[config.mk]
export PLATFORM = sky130hd
export DESIGN_NAME = n64_read_response
export DESIGN_NICKNAME = d
export VERILOG_FILES = /design/src/rtl/n64_pkg.sv /design/src/rtl/n64_line_sync.sv /design/src/rtl/n64_read_response.sv
export SDC_FILE = /design/constraint.sdc
export NUM_CORES = 1
export LEC_CHECK = 0
export ABC_CLOCK_PERIOD_IN_PS = 3000
export BUFFER_PORTS_ARGS = -buffer_cell sky130_fd_sc_hd__buf_4
export CORE_MARGIN = 10
export CORE_UTILIZATION = 30
export CTS_BUF_LIST = sky130_fd_sc_hd__clkbuf_2 sky130_fd_sc_hd__clkbuf_4 sky130_fd_sc_hd__clkbuf_8
export CTS_CLUSTER_DIAMETER = 120
export DETAILED_ROUTE_END_ITERATION = 8
export PLACE_DENSITY = 0.49
export SLEW_MARGIN = 20
export SYNTH_ARGS = -nofsm -noshare
export SYNTH_HDL_FRONTEND = slang
export SYNTH_SLANG_ARGS = --single-unit
[constraint.sdc]
create_clock -name clk -period 3 [get_ports clk]
set_input_delay 0.6 -clock clk [delete_from_list [all_inputs] [get_ports clk]]
set_output_delay 0.6 -clock clk [all_outputs]
set_load 0.01 [all_outputs]
[src/rtl/n64_pkg.sv]
// n64_pkg: shared N64 line timing, reply lengths and read-response state encoding
package n64_pkg;
   localparam int N64_CLK_PER_US = 100;
   localparam int N64_CELL = 4 * N64_CLK_PER_US;
   localparam int N64_ONE_LOW = N64_CLK_PER_US;
   localparam int N64_ZERO_LOW = 3 * N64_CLK_PER_US;
   localparam int N64_STOP_LOW = N64_CLK_PER_US;
   localparam int N64_SAMPLE = (N64_ONE_LOW + N64_ZERO_LOW) / 2;
   localparam int N64_TIMEOUT = 10 * N64_CLK_PER_US;
   localparam int N64_STATUS_BITS = 32;
   localparam int N64_IDENT_BITS = 24;

   typedef enum logic [2:0] {
      ST_IDLE,
      ST_WAIT_FALL,
      ST_LOW,
      ST_WAIT_RISE,
      ST_STOP_FALL,
      ST_STOP_RISE
   } rr_state_t;

   function automatic int n64_scale(input int cycles, input int clk_per_us);
      return cycles * clk_per_us / N64_CLK_PER_US;
   endfunction
endpackage

[src/rtl/n64_line_sync.sv]
// n64_line_sync: two-flop synchronizer for the data line with edge detection
module n64_line_sync (
   input  logic clk,
   input  logic rst,
   input  logic data_in,
   output logic s,
   output logic fall,
   output logic rise
);
   logic [1:0] sync_q, sync_d;
   logic s_d_q, s_d_d;

   always_comb begin
      sync_d = {sync_q[0], data_in};
      s_d_d = sync_q[1];
   end

   // the line idles high, so reset to high to avoid a phantom edge
   always_ff @(posedge clk) begin
      if (rst) begin
         sync_q <= 2'b11;
         s_d_q <= 1'b1;
      end else begin
         sync_q <= sync_d;
         s_d_q <= s_d_d;
      end
   end

   assign s = sync_q[1];
   assign fall = s_d_q & ~sync_q[1];
   assign rise = ~s_d_q & sync_q[1];
endmodule

[src/rtl/n64_read_response.sv]
// n64_read_response: decodes the controller's pulse-width reply into a word
module n64_read_response
   import n64_pkg::*;
#(
   parameter int CLK_PER_US = N64_CLK_PER_US,
   parameter int SAMPLE = n64_scale(N64_SAMPLE, CLK_PER_US),
   parameter int TIMEOUT = n64_scale(N64_TIMEOUT, CLK_PER_US),
   parameter int NUM_BITS = N64_STATUS_BITS
) (
   input  logic                clk,
   input  logic                rst,
   input  logic                en,
   input  logic                data_in,
   output logic [NUM_BITS-1:0] response,
   output logic                valid,
   output logic                timeout,
   output logic                busy
);
   localparam int TW = $clog2(TIMEOUT + 1);
   localparam int CW = $clog2(NUM_BITS + 1);

   rr_state_t state_q, state_d;
   logic [TW-1:0] timer_q, timer_d;
   logic [CW-1:0] bit_cnt_q, bit_cnt_d;
   logic [NUM_BITS-1:0] shift_q, shift_d, response_q, response_d;
   logic valid_q, valid_d, timeout_q, timeout_d;
   logic s, fall, rise;

   n64_line_sync u_sync (
      .clk     (clk),
      .rst     (rst),
      .data_in (data_in),
      .s       (s),
      .fall    (fall),
      .rise    (rise)
   );

   always_comb begin
      state_d = state_q;
      timer_d = (timer_q == TW'(TIMEOUT)) ? timer_q : timer_q + 1'b1;
      bit_cnt_d = bit_cnt_q;
      shift_d = shift_q;
      response_d = response_q;
      valid_d = 1'b0;
      timeout_d = 1'b0;
      unique case (state_q)
         ST_IDLE: begin
            timer_d = '0;
            if (en) begin
               state_d = ST_WAIT_FALL;
               bit_cnt_d = '0;
               shift_d = '0;
            end
         end
         ST_WAIT_FALL, ST_STOP_FALL: if (fall) begin
            state_d = (state_q == ST_WAIT_FALL) ? ST_LOW : ST_STOP_RISE;
            timer_d = '0;
         end
         // the timer keeps running from the falling edge through WAIT_RISE
         ST_LOW: if (timer_q == TW'(SAMPLE - 1)) begin
            shift_d = {shift_q[NUM_BITS-2:0], s};
            bit_cnt_d = bit_cnt_q + 1'b1;
            state_d = ST_WAIT_RISE;
         end
         ST_WAIT_RISE: if (s) begin
            state_d = (bit_cnt_q == CW'(NUM_BITS)) ? ST_STOP_FALL : ST_WAIT_FALL;
            timer_d = '0;
         end
         ST_STOP_RISE: if (rise) begin
            response_d = shift_q;
            valid_d = 1'b1;
            state_d = ST_IDLE;
         end
         default: state_d = ST_IDLE;
      endcase
      if (state_q != ST_IDLE && state_d == state_q && timer_q == TW'(TIMEOUT - 1)) begin
         timeout_d = 1'b1;
         state_d = ST_IDLE;
      end
   end

   always_ff @(posedge clk) begin
      if (rst) begin
         state_q <= ST_IDLE;
         timer_q <= '0;
         bit_cnt_q <= '0;
         shift_q <= '0;
         response_q <= '0;
         valid_q <= 1'b0;
         timeout_q <= 1'b0;
      end else begin
         state_q <= state_d;
         timer_q <= timer_d;
         bit_cnt_q <= bit_cnt_d;
         shift_q <= shift_d;
         response_q <= response_d;
         valid_q <= valid_d;
         timeout_q <= timeout_d;
      end
   end

   assign response = response_q;
   assign valid = valid_q;
   assign timeout = timeout_q;
   assign busy = (state_q != ST_IDLE);
endmodule
==> results.py, run 1 <==
metrics = {
    "place": {
        "port_buffers": 38,
        "gp_congestion": 0.7601,
        "dp_hpwl_um": 4981,
        "detailed_place.area_um2": 3856,
    },
    "synth": {
        "syn_nets": 399,
        "syn_inst": 391,
        "async_flop_share": 0,
        "avgSynthCellArea_um2": 8.938,
        "synthDistinctLibCells": 44,
        "synth_flop_cell": "dfxtp_1",
        "synth-seq-cells": 88,
        "synth_edf_count": 0,
        "ys_warn_count": 0,
        "synthesis.area_um2": 3495,
        "ys_seq_area_frac": 0.5041,
    },
    "clocking": {
        "clock_latency_ns": 0.37,
        "clkSinkCount": 88,
        "cts_resized": 0,
        "clk_pin_slew_worst_paths_ns": 0.08,
        "cts_made_buffers": 9,
        "cts_max_level": 3,
        "root_buffer": "clkbuf_8",
        "cts_tree": "done",
        "cts_hold_buf": 0,
        "post_cts_buffers": 0,
        "clockBufferDepth": 2,
    },
    "cells_and_area": {
        "drive_gt1_frac": 0.1557,
        "diodes": 0,
        "fillers": 1212,
        "area_growth_pct": 15.72,
        "fin_area_um2": 4044,
        "nNetsFinal": 428,
        "post-route-util": 0.3542,
    },
    "timing": {
        "fin_crit_ns": 2.062,
        "finalSetupTns_ns": 0,
        "rsz0062_at_grt": "no",
        "clock.fmax_mhz": 485.0,
        "fin_skew_ns": 0.01033,
        "hold_violations": 0,
        "slew_viol_final": 0,
        "setup_violations": 0,
        "fin_crit_sh": 0.6873,
        "relSlewSlack": 0.4729,
        "worst_pin_slew_ns": 0.7863,
    },
    "critical_path": {
        "cpPeakStageDelay_ns": 0.68,
        "cp-end-kind": "register",
        "arrival_ns": 2.36,
        "start_kind": "register",
        "critPathRequiredTime_ns": 3.30,
        "crit_top_cell": "nand2_1",
        "critPathKind": "reg -> reg",
        "cp_cell_sequence": "nand2_1, nor3_2, buf_4, nand2_1, a21oi_1",
        "path_max_fanout": 14,
        "critPathSlowestCell": "nor3_2",
    },
    "die": {
        "coreArea_um2": 11420,
        "placement_rows": 39,
        "start_util": 0.3060,
        "dieArea_um2": 16370,
        "die_x_um": 127.9,
        "die-height_um": 127.9,
        "io_pins": 39,
    },
    "power": {
        "p_per_area_nw_per_um2": 527.9,
        "vdd_drop_max_uv": 200.1,
        "p_leak_nw": 1.480,
    },
    "detailed_routing": {
        "remaining_drc_errors": 0,
        "dr.pass1.iters": 4,
        "num_vias": 2638,
        "drtIter0Drc": 123,
        "avgViaCountPerCell": 4.653,
        "wl_per_cell_um": 13.00,
        "ant_nets": 0,
        "finalWirelength_um": 7373,
    },
    "global_routing": {
        "antenna_found_initial": 0,
        "grt_use_total": 0.09375,
        "grt_max_degree": 42,
        "grt-ovfl-total": 0,
        "grt_pass1_wl_um": 12610,
        "grt_pass1_vias": 2625,
    },
    "run_status": {
        "status": "finished, final reports clean",
    },
    "worst_hold_path": {
        "hp-class": "in -> reg",
    },
    "flow_run": {
        "cap_violations": 0,
    },
}
## cells in the mapped netlist, types with 2 or more instances
master | count | area, um^2
nand2_1 | 110 | 412.9
dfxtp_1 | 88 | 1762
a21oi_1 | 36 | 180.2
mux2i_1 | 32 | 320.3
clkbuf_1 | 16 | 60.06
nor2_1 | 12 | 45.04
inv_1 | 9 | 33.78
nand4_1 | 8 | 50.05
nand2b_1 | 7 | 43.79
buf_6 | 5 | 56.30
xnor2_1 | 5 | 43.79
ha_1 | 4 | 50.05
nand3_1 | 4 | 20.02
o21ai_0 | 4 | 20.02
a211oi_1 | 3 | 22.52
and2_1 | 3 | 18.77
buf_4 | 3 | 22.52
or2_2 | 3 | 18.77
or3_1 | 3 | 18.77
xor2_1 | 3 | 26.28
and3_1 | 2 | 12.51
and3b_1 | 2 | 17.52
nor2b_1 | 2 | 12.51
nor3_1 | 2 | 10.01
nor3b_1 | 2 | 15.01
nor4_1 | 2 | 12.51
nor4b_1 | 2 | 17.52
o211ai_1 | 2 | 15.01
o22a_1 | 2 | 17.52
## registers in the layout, summed over array words and instances (netlist names)
name / flops
bit_cnt_q: 6
timeout: 1
timer_q: 10
response: 32
state_q: 3
u_sync.s_d_q: 1
u_sync.sync_q: 2
shift_q: 32
valid: 1
## per-layer routing
layer / GRT usage / part of all wire / up-vias
li1: - / - / 1378
met1: 0.1195 / 0.50 / 1207
met2: 0.1341 / 0.42 / 41
met3: 0.03019 / 0.054 / 12
met4: 0.05762 / 0.026 / 0
met5: 0 / 0 / -
## power by group
part           internal [mW]  leakage, nW  switching, mW
combinational         0.0555        0.675         0.0838
sequential              1.17        0.710         0.0142
clock                  0.390       0.0959          0.417
## area by class of cell
cell class | instances | area, um^2 | area share
clock buffer | 10 | 131.4 | 0.03249
clock inverter | 5 | 56.30 | 0.01392
inverter | 9 | 33.78 | 0.008354
multi-input combinational | 270 | 1567 | 0.3874
sequential | 88 | 1762 | 0.4356
tap | 143 | 178.9 | 0.04425
timing repair buffer | 42 | 315.3 | 0.07797
## path summary, 6_finish.rpt
check	start	endpoint	slack, ns	depth (start not counted)
hold reg to reg	u_sync.sync_q[0]	u_sync.sync_q[1]	0.42	1
setup / recovery	state_q[0]	response[26]	0.94	5
hold / removal	data_in	u_sync.sync_q[0]	0.42	2
setup reg to reg	state_q[0]	response[26]	0.94	5
## critical path: cells and delay by family (launching register included)
family / cells / cell delay [ns]
AOI/OAI and AO/OA: 1 / 0.12
buffers and inverters: 1 / 0.31
DFF: 1 / 0.58
and+or+nand+nor: 3 / 0.98
## kinds of logic (layout without fill, tap and decap cells)
group                    Yosys count  count (layout)  share of synthesized area
AO/OA/AOI/OAI                     55              55                    0.09309
XOR/XNOR                           8               8                    0.02005
adder cells (fa/ha/maj)            5               5                    0.01719
buffers and inverters             33              66                    0.04941
flip-flops                        88              88                     0.5041
multiplexers                      32              32                    0.09166
AND/OR/NAND/NOR                  170             170                     0.2245
## through the flow
step / total power, mW / hold slack, ns / worst slack, ns / instances
2_1_floorplan: 1.345 / 0.3895 / 1.032 / 391
3_3_place_gp: 1.357 / 0.4017 / 0.8909 / 552
3_5_place_dp: 1.358 / 0.4010 / 0.8834 / 552
4_1_cts: 2.171 / 0.3948 / 0.8812 / 567
5_1_grt: 2.238 / 0.4033 / 0.6896 / 567
6_report: 2.135 / 0.4191 / 0.9380 / 567
## placed cells by master (no fill, tap or decap), types with 4 or more instances in the layout
cell type	n
buf_4	42
ha_1	4
nor2_1	12
inv_1	9
nand3_1	4
nand4_1	8
a21oi_1	36
nand2_1	110
clkbuf_8	9
o21ai_0	4
nand2b_1	7
xnor2_1	5
mux2i_1	32
dfxtp_1	88
Power figures use the tool's default switching activity.
==> inputs of run 2 (changes only) <==
--- a/config.mk
+++ b/config.mk
@@ -5,7 +5,7 @@
 export SDC_FILE = /design/constraint.sdc
 export NUM_CORES = 1
 export LEC_CHECK = 0
-export ABC_CLOCK_PERIOD_IN_PS = 3000
+export ABC_CLOCK_PERIOD_IN_PS = 2080
 export BUFFER_PORTS_ARGS = -buffer_cell sky130_fd_sc_hd__buf_4
 export CORE_MARGIN = 10
 export CORE_UTILIZATION = 30
==> constraint.sdc (replaced) <==
create_clock -name clk -period 2.08 [get_ports clk]
set_input_delay 0.416 -clock clk [delete_from_list [all_inputs] [get_ports clk]]
set_output_delay 0.416 -clock clk [all_outputs]
set_load 0.01 [all_outputs]
==> run 2 against run 1 <==
Compared with the run above:
- sequential power is 44% higher
- combinational power is 51% higher
- routed wire length hardly changed
- clock-buffer cell count is 1 higher
- final area is 1.4% higher
- setup slack worse by 0.60 ns
- clock skew hardly changed
- fmax is 18% higher
- die area stayed put
- register-to-register slack worse by 0.60 ns
- largest cell class unchanged
- largest power group unchanged
==> results.py, run 2 (synthesis results as in run 1) <==
metrics = {
    "die": {
        "start_util": 0.3060,
        "dieArea_um2": 16370,
        "placement_rows": 39,
        "io_pins": 39,
        "coreArea_um2": 11420,
        "die_x_um": 127.9,
        "die-height_um": 127.9,
    },
    "cells_and_area": {
        "fillers": 1201,
        "final_common_cell": "nand2_1",
        "drive_gt1_frac": 0.1612,
        "area_growth_pct": 17.29,
        "final_cell_mix": "nand2_1 (110), dfxtp_1 (88), buf_4 (44), a21oi_1 (36), mux2i_1 (32)",
        "post-route-util": 0.3590,
        "diodes": 0,
        "nNetsFinal": 431,
    },
    "clocking": {
        "cts_max_level": 3,
        "post_cts_buffers": 0,
        "cts_tree": "done",
        "clk_pin_slew_worst_paths_ns": 0.09,
        "clkSinkCount": 88,
        "clockBufferDepth": 2,
        "cts_made_buffers": 9,
        "cts_resized": 0,
        "clock_latency_ns": 0.36,
        "cts_hold_buf": 0,
        "root_buffer": "clkbuf_8",
    },
    "critical_path": {
        "cp-end-kind": "register",
        "r2r_slack_ns": 0.34,
        "reg2reg_depth": 5,
        "arrival_ns": 1.98,
        "path_max_fanout": 10,
        "startpoint": "state_q[1]",
        "start_kind": "register",
        "critPathRequiredTime_ns": 2.32,
        "timing.rr.start": "state_q[1]",
        "critPathKind": "reg -> reg",
        "r2r-end": "bit_cnt_q[5]",
    },
    "timing": {
        "worst_pin_slew_ns": 0.4363,
        "slew_viol_final": 0,
        "fin_crit_sh": 0.8386,
        "finalSetupTns_ns": 0,
        "whs_ns": 0.2323,
        "clock.fmax_mhz": 573.3,
        "relSlewSlack": 0.7050,
        "rsz0062_at_grt": "no",
        "fin_skew_ns": 0.01039,
        "layout_setup_ws_ns": 0.3357,
        "fin_crit_ns": 1.744,
        "hold_violations": 0,
        "setup_violations": 0,
    },
    "flow_run": {
        "cap_violations": 0,
    },
    "detailed_routing": {
        "ant_nets": 0,
        "num_vias": 2656,
        "remaining_drc_errors": 0,
        "finalWirelength_um": 7370,
        "avgViaCountPerCell": 4.651,
        "wl_met1_um": 3551,
        "wl_met3_um": 414,
        "drtIter0Drc": 172,
        "dr.pass1.iters": 4,
        "wl_per_cell_um": 12.91,
        "top_layer": "met4",
        "wl_met2_um": 3254,
    },
    "power": {
        "p_per_area_nw_per_um2": 769.2,
        "p_leak_nw": 1.505,
        "vdd_drop_max_uv": 308.0,
    },
    "global_routing": {
        "grt_use_total": 0.09365,
        "grt-ovfl-total": 0,
        "grt_max_degree": 42,
        "grt_pass1_vias": 2622,
        "grt_pass1_wl_um": 12530,
        "antenna_found_initial": 0,
    },
    "worst_hold_path": {
        "hold_path.startpoint": "data_in",
        "hp-class": "in -> reg",
        "min_path_cells": 2,
        "worstHoldEndpoint": "u_sync.sync_q[0]",
    },
    "place": {
        "dp_hpwl_um": 5019,
        "dpl_worst_slack_ns": 0.3476,
        "gp_congestion": 0.7646,
        "port_buffers": 38,
    },
    "run_status": {
        "status": "finished, final reports clean",
    },
}
[run 2: cell count changes in the layout (fill, tap and decap cells not counted), sizes merged]
| cell | before | now |
|---|---|---|
| clkinv | 2 | 1 |
| inv | 10 | 11 |
| clkbuf | 10 | 11 |
| buf | 42 | 45 |
[run 2: where the power goes]
part | leakage, nW | internal (mW) | switching (mW) | total, mW
Clock | 0.104 | 0.612 | 0.617 | 1.23
Combinational | 0.692 | 0.0892 | 0.121 | 0.210
Sequential | 0.710 | 1.69 | 0.0202 | 1.71
Total | 1.51 | 2.40 | 0.758 | 3.15
[run 2: routing by layer]
layer / track usage / vias to the layer above
li1: - / 1376
met1: 0.1125 / 1219
met2: 0.1443 / 47
met3: 0.03184 / 14
met4: 0.05033 / 0
met5: 0 / -
[run 2: layout make-up]
type                       instances  area [um^2]  share of cell area
multi-input combinational        270         1565              0.3819
clock inverter                     5        63.81             0.01557
clock buffer                      11        145.1             0.03541
tap                              143        178.9             0.04365
inverter                           9        33.78            0.008242
sequential                        88         1762              0.4298
timing repair buffer              45        350.3             0.08547
[run 2: per-stage QoR]
stage / instances / cell area (um^2) / total power [mW]
CTS: 571 / 4099 / 3.206
global placement: 555 / 3890 / 1.967
global route: 571 / 4099 / 3.293
detailed placement: 555 / 3890 / 1.967
floorplan: 391 / 3495 / 1.939
finish: 571 / 4099 / 3.153
[run 2: critical path, stage by stage, from the launching register on]
cell      delay [ns]
dfxtp_1         0.47
nor4b_1         0.37
nand4_1         0.20
buf_4           0.21
o311ai_2        0.27
o41ai_1         0.11
[run 2: worst max path at each step]
stage | slack [ns] | cells past startpoint | to
2_1_floorplan | 0.22 | 9 | bit_cnt_q[5]
6_report | 0.34 | 5 | bit_cnt_q[5]
3_5_place_dp | 0.35 | 5 | bit_cnt_q[5]
4_1_cts | 0.31 | 2 | busy
5_1_grt | 0.16 | 5 | bit_cnt_q[5]
3_3_place_gp | 0.39 | 4 | bit_cnt_q[5]
==> inputs of run 3 (changes only) <==
--- a/config.mk
+++ b/config.mk
@@ -5,14 +5,15 @@
 export SDC_FILE = /design/constraint.sdc
 export NUM_CORES = 1
 export LEC_CHECK = 0
-export ABC_CLOCK_PERIOD_IN_PS = 2080
+export ABC_AREA = 1
+export ABC_CLOCK_PERIOD_IN_PS = 1400
 export BUFFER_PORTS_ARGS = -buffer_cell sky130_fd_sc_hd__buf_4
 export CORE_MARGIN = 10
 export CORE_UTILIZATION = 30
 export CTS_BUF_LIST = sky130_fd_sc_hd__clkbuf_2 sky130_fd_sc_hd__clkbuf_4 sky130_fd_sc_hd__clkbuf_8
 export CTS_CLUSTER_DIAMETER = 120
 export DETAILED_ROUTE_END_ITERATION = 8
-export PLACE_DENSITY = 0.49
+export PLACE_DENSITY = 0.51
 export SLEW_MARGIN = 20
 export SYNTH_ARGS = -nofsm -noshare
 export SYNTH_HDL_FRONTEND = slang
==> constraint.sdc (replaced) <==
create_clock -name clk -period 1.4 [get_ports clk]
set_input_delay 0.28 -clock clk [delete_from_list [all_inputs] [get_ports clk]]
set_output_delay 0.28 -clock clk [all_outputs]
set_load 0.01 [all_outputs]
==> run 3 against run 2 <==
Compared with the run above:
- the run now ends with setup timing left
- area after synthesis rose by 3.8%
- critical path depth rose by 5
- hold slack got worse by 0.13 ns
- clock-buffer cell count rose by 2
- core utilization rose by 6.5 points
- largest power group unchanged
- synthesized cell count rose by 10%
- combinational power rose to 3.0 times the previous value
==> results.py, run 3 <==
metrics = {
    "clocking": {
        "clkSinkCount": 88,
        "root_buffer": "clkbuf_8",
        "clock_latency_ns": 0.37,
        "cts_hold_buf": 0,
        "clockBufferDepth": 2,
        "cts_tree": "done",
        "clk_pin_slew_worst_paths_ns": 0.09,
        "cts_max_level": 3,
        "cts_made_buffers": 9,
    },
    "critical_path": {
        "timing.rr.start": "bit_cnt_q[1]",
        "arrival_ns": 1.70,
        "start_kind": "register",
        "critPathSlowestCell": "dfxtp_2",
        "crit_top_cell": "nand2_1",
        "critPathRequiredTime_ns": 1.66,
        "path_max_fanout": 3,
        "cp-end-kind": "register",
        "cp_cell_sequence": "inv_2, ha_4, nand2_2, nand3b_1, nand2_1, nand4_1, nand2_1, nand2_1, nand2_2, nor2_1",
        "startpoint": "bit_cnt_q[1]",
        "cpPeakStageDelay_ns": 0.33,
        "critPathKind": "reg -> reg",
    },
    "cells_and_area": {
        "final_cell_mix": "dfxtp_1 (81), nor2_1 (80), buf_4 (62), inv_1 (44), nand2_1 (29)",
        "final_common_cell": "dfxtp_1",
        "area_growth_pct": 39.20,
        "register_area_um2": 1778,
        "instances_no_fill": 661,
        "fillers": 1194,
        "multi_input_area_um2": 1778,
        "diodes": 0,
        "drive_gt1_frac": 0.3891,
        "nNetsFinal": 517,
    },
    "global_routing": {
        "grt_max_degree": 48,
        "grt_pass1_vias": 3005,
        "grt-ovfl-total": 0,
        "grt_pass1_wl_um": 14080,
        "grt_use_total": 0.1040,
        "antenna_found_initial": 0,
    },
    "timing": {
        "finalSetupTns_ns": -0.2678,
        "fin_crit_sh": 1.031,
        "setup_violations": 12,
        "fin_crit_ns": 1.443,
        "relSlewSlack": 0.7663,
        "hold_violations": 0,
        "rsz0062_at_grt": "yes",
        "slew_viol_final": 0,
        "layout_setup_ws_ns": -0.04329,
        "clock.fmax_mhz": 692.9,
        "worst_pin_slew_ns": 0.3506,
        "fin_skew_ns": 0.009763,
    },
    "synth": {
        "synth_top_family_by_area": "simple AND/OR/NAND/NOR gates",
        "yosysMostFrequentCell": "nor2_1",
        "yosys-top-cells-area": "dfxtp_1 (49%), nor2_1 (9.5%), a211oi_2 (9.0%)",
        "synth_flop_cell": "dfxtp_1",
        "synthMuxAreaShare": 0.002761,
        "synthDistinctLibCells": 35,
        "synth-seq-cells": 88,
        "synthXorXnorAreaFrac": 0.01208,
        "synthesis.area_um2": 3626,
        "syn_inst": 432,
        "yosys-top-cells-count": "nor2_1 (92), dfxtp_1 (88), inv_1 (47)",
        "synth-simple-area-share": 0.1977,
        "avgSynthCellArea_um2": 8.393,
        "ys_seq_area_frac": 0.4859,
        "yosys.area_share.adder": 0.01380,
        "syn_nets": 440,
        "synth_top_cell_by_area": "dfxtp_1",
        "synth_edf_count": 0,
        "ys_warn_count": 0,
        "synth_compound_area_frac": 0.1946,
        "async_flop_share": 0,
        "synth_top_cell_area_share": 0.4859,
    },
    "die": {
        "io_pins": 39,
        "dieArea_um2": 16880,
        "start_util": 0.3044,
        "coreArea_um2": 11910,
        "placement_rows": 40,
        "die_x_um": 129.9,
        "die-height_um": 129.9,
    },
    "power": {
        "vdd_drop_max_uv": 420.9,
        "p_per_area_nw_per_um2": 1022,
        "p_leak_nw": 2.064,
    },
    "place": {
        "dp_cells": 621,
        "port_buffers": 38,
        "gp_congestion": 0.8613,
        "dp_hpwl_um": 5560,
    },
    "detailed_routing": {
        "remaining_drc_errors": 0,
        "ant_nets": 0,
        "num_vias": 3122,
        "wl_per_cell_um": 14.71,
        "avgViaCountPerCell": 4.723,
        "finalWirelength_um": 9726,
        "drtIter0Drc": 166,
        "dr.pass1.iters": 4,
    },
    "run_status": {
        "violations": "setup timing",
        "status": "finished with violations",
    },
    "worst_hold_path": {
        "hold_path.startpoint": "data_in",
        "hp-class": "in -> reg",
    },
    "flow_run": {
        "cap_violations": 0,
    },
}
## run 3: changes by cell type after synthesis, sizes merged, moves of 6 or more
| cell | delta |
|---|---|
| nand2b | -7 |
| nand3 | +6 |
| nand2 | -70 |
| o21ai | +31 |
| clkbuf | -13 |
| nor2 | +81 |
| buf | +9 |
| a211oi | +25 |
| mux2i | -31 |
| inv | +42 |
| nor3 | +8 |
## run 3: through the flow
stage	util	hold WS [ns]	total power, mW	cell area [um^2]	setup slack [ns]
2_1_floorplan	-	0.3515	3.000	3626	0.03288
3_3_place_gp	0.3526	0.4347	3.114	4200	-0.09670
3_5_place_dp	0.3526	0.4212	3.129	4200	-0.1189
4_1_cts	0.3890	0.08220	5.133	4633	-0.03393
5_1_grt	0.4237	0.09062	5.372	5047	-0.1729
6_report	0.4237	0.1030	5.158	5047	-0.04329
## run 3: worst max-delay path: cells and delay by family, from the launching register on
family,cells,cell delay [ns]
fa+ha+maj,1,0.13
buf+inv,1,0.07
flops,1,0.33
simple gates,8,0.80
## run 3: final cells by class
cell class | count | area share
inverter | 52 | 0.03917
clock inverter | 3 | 0.009420
multi-input combinational | 273 | 0.3523
timing repair buffer | 85 | 0.1763
tap | 147 | 0.03644
clock buffer | 13 | 0.03421
sequential | 88 | 0.3523
## run 3: final timing paths
| check | to | slack [ns] | cells after the start |
|---|---|---|---|
| setup / recovery | state_q[0] | -0.04 | 10 |
| hold / removal | u_sync.sync_q[0] | 0.10 | 2 |
| setup reg to reg | state_q[0] | -0.04 | 10 |
| hold reg to reg | u_sync.sync_q[1] | 0.47 | 1 |
## run 3: power by group
part           internal (mW)  switching, mW  total (mW)  leakage (nW)
combinational          0.278          0.348       0.626          1.23
clock                   1.00          0.915        1.92         0.114
sequential              2.57         0.0471        2.62         0.718
total                   3.85           1.31        5.16          2.06
## run 3: repair_timing
item,in CTS,in global routing
gates cloned,3,10
resized for setup,34,68
setup endpoints to repair,69,75
endpoints found under the hold margin,0,0
pin swaps,6,18
buffers inserted,7,6
## run 3: kinds of logic (layout without fill, tap and decap cells)
family | Yosys count | count (layout)
AO/OA/AOI/OAI | 99 | 99
XOR/XNOR | 5 | 5
adder cells (fa/ha/maj) | 4 | 4
buffers and inverters | 72 | 153
flip-flops | 88 | 88
multiplexers | 1 | 1
AND/OR/NAND/NOR | 163 | 164
## run 3: routing by layer
| layer | GRT usage | vias to the layer above | part of all wire |
|---|---|---|---|
| li1 | - | 1563 | - |
| met1 | 0.1259 | 1481 | 0.47 |
| met2 | 0.1607 | 66 | 0.46 |
| met3 | 0.03895 | 12 | 0.052 |
| met4 | 0.04762 | 0 | 0.019 |
| met5 | 0 | - | 0 |
